## src/rtl/imem_access_arbiter_pkg.sv

```systemverilog
`default_nettype none
// ============================================================================
// Module      : imem_access_arbiter_pkg
// Description : Shared constants, owner/state encodings and the address range
//               helper for the instruction-memory access arbiter.
// Revision    : 1.0 - initial release
// ============================================================================
package imem_access_arbiter_pkg;

  // Byte address of word 0 of the instruction memory
  localparam logic [31:0] c_I_MEM_START_ADDR = 32'h0000_0000;
  // Instruction returned for out-of-range fetches (addi x0, x0, 0)
  localparam logic [31:0] c_NOP_INSN         = 32'h0000_0013;

  // Port identifiers used by the round-robin pointer
  localparam logic c_PORT_F = 1'b0;
  localparam logic c_PORT_L = 1'b1;

  // Owner of the read response due in the next cycle
  typedef enum logic [1:0] {
    OWN_NONE = 2'd0,
    OWN_F    = 2'd1,
    OWN_L    = 2'd2
  } owner_e;

  // Top-level phase: loader-only boot, then shared operation
  typedef enum logic {
    ST_BOOT = 1'b0,
    ST_RUN  = 1'b1
  } state_e;

  // Unsigned word-offset compare; an address below base wraps to a huge
  // offset and therefore falls out of range.
  function automatic logic addr_in_range(input logic [31:0] addr,
                                         input logic [31:0] base,
                                         input int unsigned depth);
    logic [31:0] w_off;
    logic [31:0] w_word;
    w_off  = addr - base;
    w_word = w_off >> 2;
    return (w_word < depth);
  endfunction

endpackage : imem_access_arbiter_pkg
`default_nettype wire

```

## src/rtl/imem_rr_pick.sv

```systemverilog
`default_nettype none
// ============================================================================
// Module      : imem_rr_pick
// Description : Two-way round-robin selector. A lone request is granted; on
//               contention the port that was not granted last wins.
//               Bit 0 = fetch port, bit 1 = loader port.
// Revision    : 1.0 - initial release
// ============================================================================
module imem_rr_pick (
  input  logic [1:0] req,
  input  logic       ptr,
  output logic [1:0] gnt
);

  // Pick the requester; on a tie favour the port opposite the pointer
  always_comb begin
    gnt = req;
    if (req == 2'b11) begin
      gnt = ptr ? 2'b01 : 2'b10;
    end
  end

endmodule : imem_rr_pick
`default_nettype wire

```

## src/rtl/imem_access_arbiter.sv

```systemverilog
`default_nettype none
// ============================================================================
// Module      : imem_access_arbiter
// Description : Shares a single-port synchronous instruction memory between
//               the fetch stage (read-only) and the loader/debug port.
//               Loader-only boot phase, then round-robin arbitration with
//               1-cycle read-response routing and fetch flush.
// Revision    : 1.0 - initial release
// ============================================================================
module imem_access_arbiter
  import imem_access_arbiter_pkg::*;
#(
  parameter logic [31:0] BASE_ADDR = c_I_MEM_START_ADDR,
  parameter int unsigned MEM_DEPTH = 1024,
  parameter logic [31:0] NOP_INSN  = c_NOP_INSN
) (
  input  logic        clk,
  input  logic        reset,
  input  logic        boot_done,
  input  logic        f_req,
  input  logic [31:0] f_addr,
  input  logic        f_flush,
  output logic        f_gnt,
  output logic        f_rvalid,
  output logic [31:0] f_rdata,
  output logic        f_err,
  input  logic        l_req,
  input  logic        l_we,
  input  logic [31:0] l_addr,
  input  logic [31:0] l_wdata,
  output logic        l_gnt,
  output logic        l_rvalid,
  output logic [31:0] l_rdata,
  output logic        mem_en,
  output logic        mem_we,
  output logic [31:0] mem_addr,
  output logic [31:0] mem_wdata,
  input  logic [31:0] mem_rdata
);

  state_e     r_state;
  state_e     w_state_next;
  logic       r_rr_ptr;
  owner_e     r_pend_owner;
  logic       r_pend_err;
  owner_e     w_pend_owner_next;
  logic       w_pend_err_next;
  logic [1:0] w_rr_gnt;
  logic       w_f_in_range;
  logic       w_l_in_range;
  logic       w_contention;

  assign w_f_in_range = addr_in_range(f_addr, BASE_ADDR, MEM_DEPTH);
  assign w_l_in_range = addr_in_range(l_addr, BASE_ADDR, MEM_DEPTH);
  assign w_contention = (r_state == ST_RUN) && f_req && l_req;

  imem_rr_pick u_rr_pick (
    .req (({l_req, f_req})),
    .ptr (r_rr_ptr),
    .gnt (w_rr_gnt)
  );

  // Phase register: BOOT until the loader releases the memory
  always_ff @(posedge clk or posedge reset) begin
    if (reset) begin
      r_state <= ST_BOOT;
    end else begin
      r_state <= w_state_next;
    end
  end

  // Next phase and grants; nothing is granted while reset is held
  always_comb begin
    w_state_next = r_state;
    f_gnt        = 1'b0;
    l_gnt        = 1'b0;
    if (!reset) begin
      if (r_state == ST_RUN) begin
        f_gnt = w_rr_gnt[0];
        l_gnt = w_rr_gnt[1];
      end else begin
        l_gnt = l_req;
        if (boot_done && !l_req) begin
          w_state_next = ST_RUN;
        end
      end
    end
  end

  // Round-robin pointer remembers the winner of the last contended cycle
  always_ff @(posedge clk or posedge reset) begin
    if (reset) begin
      r_rr_ptr <= c_PORT_F;
    end else if (w_contention) begin
      r_rr_ptr <= w_rr_gnt[1] ? c_PORT_L : c_PORT_F;
    end
  end

  // Memory command mux and owner of the response due next cycle
  always_comb begin
    mem_en            = 1'b0;
    mem_we            = 1'b0;
    mem_addr          = {l_addr[31:2], 2'b00};
    mem_wdata         = l_wdata;
    w_pend_owner_next = OWN_NONE;
    w_pend_err_next   = 1'b0;
    if (f_gnt) begin
      mem_en            = w_f_in_range;
      mem_addr          = {f_addr[31:2], 2'b00};
      w_pend_owner_next = OWN_F;
      w_pend_err_next   = !w_f_in_range;
    end else if (l_gnt) begin
      mem_en = w_l_in_range;
      mem_we = w_l_in_range && l_we;
      if (!l_we) begin
        w_pend_owner_next = OWN_L;
        w_pend_err_next   = !w_l_in_range;
      end
    end
  end

  // Pending-response register used to route read data one cycle later
  always_ff @(posedge clk or posedge reset) begin
    if (reset) begin
      r_pend_owner <= OWN_NONE;
      r_pend_err   <= 1'b0;
    end else begin
      r_pend_owner <= w_pend_owner_next;
      r_pend_err   <= w_pend_err_next;
    end
  end

  // A flush in the response cycle kills only the fetch response
  assign f_rvalid = (r_pend_owner == OWN_F) && !f_flush;
  assign f_err    = f_rvalid && r_pend_err;
  assign f_rdata  = r_pend_err ? NOP_INSN : mem_rdata;
  assign l_rvalid = (r_pend_owner == OWN_L);
  assign l_rdata  = r_pend_err ? 32'h0000_0000 : mem_rdata;

endmodule : imem_access_arbiter
`default_nettype wire

```

## config.mk

```make
export PLATFORM = sky130hd
export DESIGN_NAME = imem_access_arbiter
export DESIGN_NICKNAME = d
export VERILOG_FILES = /design/src/rtl/imem_access_arbiter_pkg.sv /design/src/rtl/imem_rr_pick.sv /design/src/rtl/imem_access_arbiter.sv
export SDC_FILE = /design/constraint.sdc
export NUM_CORES = 1
export LEC_CHECK = 0
export CORE_AREA = 2 2 104 106
export CTS_CLUSTER_SIZE = 12
export DETAILED_ROUTE_END_ITERATION = 7
export DIE_AREA = 0 0 106 108
export GPL_TIMING_DRIVEN = 1
export PLACE_DENSITY_LB_ADDON = 0.12
export SLEW_MARGIN = 15
export SYNTH_ARGS = -nofsm -noshare
export SYNTH_HDL_FRONTEND = slang
export SYNTH_SLANG_ARGS = --single-unit
```

## constraint.sdc

```tcl
create_clock -name clk -period 2.16 [get_ports clk]
set_clock_uncertainty 0.15 [all_clocks]
set_input_delay 0.216 -clock clk [delete_from_list [all_inputs] [get_ports clk]]
set_output_delay 0.216 -clock clk [all_outputs]
set_load 0.05 [all_outputs]
```

==> results.json <==
{
  "clock_sinks": 5,
  "finalNetCount": 459,
  "finalHoldViolations": 0,
  "crit_required_ps": 1790,
  "setup_slack_ps": 17.78,
  "gp_congestion": 0.7547,
  "synth_commonest_cells": "63 x buf_4, 33 x nor2b_1, 30 x mux2_2, 10 x nor4_1",
  "avgSynthCellArea_sq_um": 8.083,
  "ctsHoldBuffers": 0,
  "root_buffer": "clkbuf_8",
  "antenna_cells": 0,
  "switchingPower_uw": 1092,
  "period_minus_slack_ps": 2142,
  "initial_core_util": 0.1390,
  "async_flop_share": 1.000,
  "place_worst_setup_slack_ps": -2.905,
  "synthesis.area_sq_um": 1423,
  "grt_pass1_wl_microns": 8293,
  "powerDensity_nw_per_um2": 595.0,
  "via_per_inst": 3.782,
  "ys.flop_type": "dfrtp_1",
  "grt_antenna_before_repair": 0,
  "slew-limit-headroom": 0.6579,
  "critPathArrivalTime_ps": 1780,
  "dp_hpwl_microns": 5129,
  "pwr-share-seq": 0.068,
  "min_path_type": "in -> out",
  "cts_buffers": 3,
  "die_area_sq_um": 11450,
  "r2r_slack_ps": 760,
  "r2r-end": "r_pend_err",
  "std_cell_rows": 37,
  "wire_per_inst_microns": 12.31,
  "ys_seq_elements": 5,
  "syn_to_final_growth_pct": 144.8,
  "slew_viol_final": 0,
  "insertion_delay_ps": 220,
  "grt_pass1_vias": 1780,
  "yosysMostFrequentCell": "buf_4",
  "worstPathMaxFanout": 34,
  "rsz0062_at_grt": "yes",
  "grt_use_met1": 0.08699,
  "synthCells": 176,
  "top_usage_layer": "met2",
  "synthTopCellsByArea": "buf_4 33%, mux2_2 24%, nor2b_1 15%",
  "fmax_mhz": 466.8,
  "start_kind": "primary input",
  "synth-edff-count": 0,
  "initialDrtViolationCount": 45,
  "ir_worst_vdd_v": 0.0002029,
  "tns_ps": 0,
  "yosysTopAreaCell": "buf_4",
  "vias": 1736,
  "use_met3": 0.05365,
  "ys_seq_area_frac": 0.08795,
  "max_slew.worst_pin.slew_ps": 513.1,
  "portBuffers": 199,
  "setup_viol": 0,
  "grt_max_degree": 35,
  "leakagePower_uw": 0.001484,
  "post-route-period-util": 0.9918,
  "power.share.switching": 0.5273,
  "clockBufferDepth": 2,
  "hold_ws_ps": 282.0,
  "yosysUniqueCellTypes": 22,
  "layout-drive-gt1-share": 0.4768,
  "min_to": "mem_wdata[2]",
  "criticalPathCategory": "in -> out",
  "ant_nets": 0,
  "core_sq_um": 10230,
  "cts_setup_buffers": 0,
  "power_uw": 2072,
  "worstRegToRegCells": 5,
  "die_w_microns": 106,
  "cts_tree": "yes",
  "power.internal_uw": 979.3,
  "routed_wl_microns": 5651,
  "cap_violations": 0,
  "min_delay_path_depth": 0,
  "firstDrtPassIters": 4,
  "io_pins": 270,
  "worstSetupEndpointType": "primary output",
  "htree_num_levels": 1,
  "die_h_microns": 108,
  "utilization": 0.3403,
  "yosysWarningCount": 0,
  "route.detailed.drc": 0,
  "grt_overflow": 0,
  "worstHoldStart": "l_wdata[2]",
  "grt_use_met2": 0.1622,
  "rr_startpoint": "r_rr_ptr",
  "combPwrFrac": 0.850,
  "outcome": "complete, no violations",
  "pwr-share-clk": 0.082,
  "track_usage": 0.09002,
  "yosys.area.top_type_share": 0.3325,
  "nFillCells": 1059
}
==> layout make-up <==
class	instances	area, sq um	share of cell area
tap	136	170.2	0.04887
multi-input combinational	101	802.0	0.2303
timing repair buffer	211	2332	0.6698
sequential	5	125.1	0.03593
inverter	2	7.507	0.002156
clock buffer	4	45.04	0.01294
==> how the worst max path moves through the flow <==
stage,start,endpoint,slack [ps],cells after the start
floorplan,r_pend_err,l_rdata[10],60,3
global placement,l_req,mem_addr[25],7,6
detailed placement,l_addr[17],mem_we,-3,6
CTS,l_req,mem_addr[25],0.3,6
global route,l_req,mem_addr[25],-50,6
finish,l_req,mem_addr[25],20,6
==> power by group through the flow <==
stage | logic [uW] | clock network, uW | registers (uW)
global placement | 1780 | 0 | 143
detailed placement | 1770 | 0 | 144
CTS | 1780 | 174 | 143
floorplan | 1240 | 0 | 129
finish | 1760 | 169 | 141
global route | 1830 | 183 | 145
==> state kept, by name, summed over array words and instances (netlist names) <==
signal and flops:
r_state 1, r_rr_ptr 1, r_pend_err 1, r_pend_owner 2
==> timing repair <==
item | CTS | global route
gates resized for setup | 1 | 3
setup endpoints to repair | 1 | 32
pin swaps | 0 | 3
==> stage by stage <==
stage                     std cells  instance area, sq um
after floorplan                 177                  1431
after global routing            459                  3482
after global placement          455                  3416
after CTS                       459                  3467
after detailed placement        455                  3416
final                           459                  3482
==> worst max-delay path, cell delays in order <==
cell and delay (ps):
clkdlybuf4s50_1 420, nor2b_4 140, nor3_4 190, buf_12 230, mux2_2 390, buf_12 160
==> routing by layer <==
metal	wire, microns	up-vias
met4	12	0
met5	0	-
met3	991	4
li1	-	820
met1	1738	759
met2	2910	153
==> layout by cell type, fill, tap and decap left out, types with 2 or more instances in the layout <==
| cell type | synthesis | final |
|---|---|---|
| nand3_1 | 5 | 5 |
| nor4_1 | 10 | 8 |
| conb_1 | 1 | 2 |
| and2_1 | 2 | 2 |
| clkbuf_8 | 0 | 3 |
| nand2_1 | 3 | 3 |
| nor4_2 | 0 | 2 |
| clkdlybuf4s50_1 | 0 | 99 |
| inv_1 | 2 | 2 |
| buf_12 | 0 | 40 |
| dfrtp_1 | 5 | 5 |
| a21o_1 | 2 | 2 |
| or2_2 | 3 | 3 |
| nor2_1 | 4 | 4 |
| mux2_2 | 30 | 29 |
| nor2b_1 | 33 | 33 |
| buf_4 | 63 | 72 |
==> cell families (layout without fill, tap and decap cells) <==
family	Yosys count	in the layout	share of synthesized area
buffers and inverters	71	217	0.3694
AND/OR/NAND/NOR	64	64	0.2770
multiplexers	30	30	0.2375
flip-flops	5	5	0.08795
AO/OA/AOI/OAI	4	4	0.01934
other	1	2	0.002636
XOR/XNOR	1	1	0.006158
Note: power is estimated with default switching activity, not from simulation.
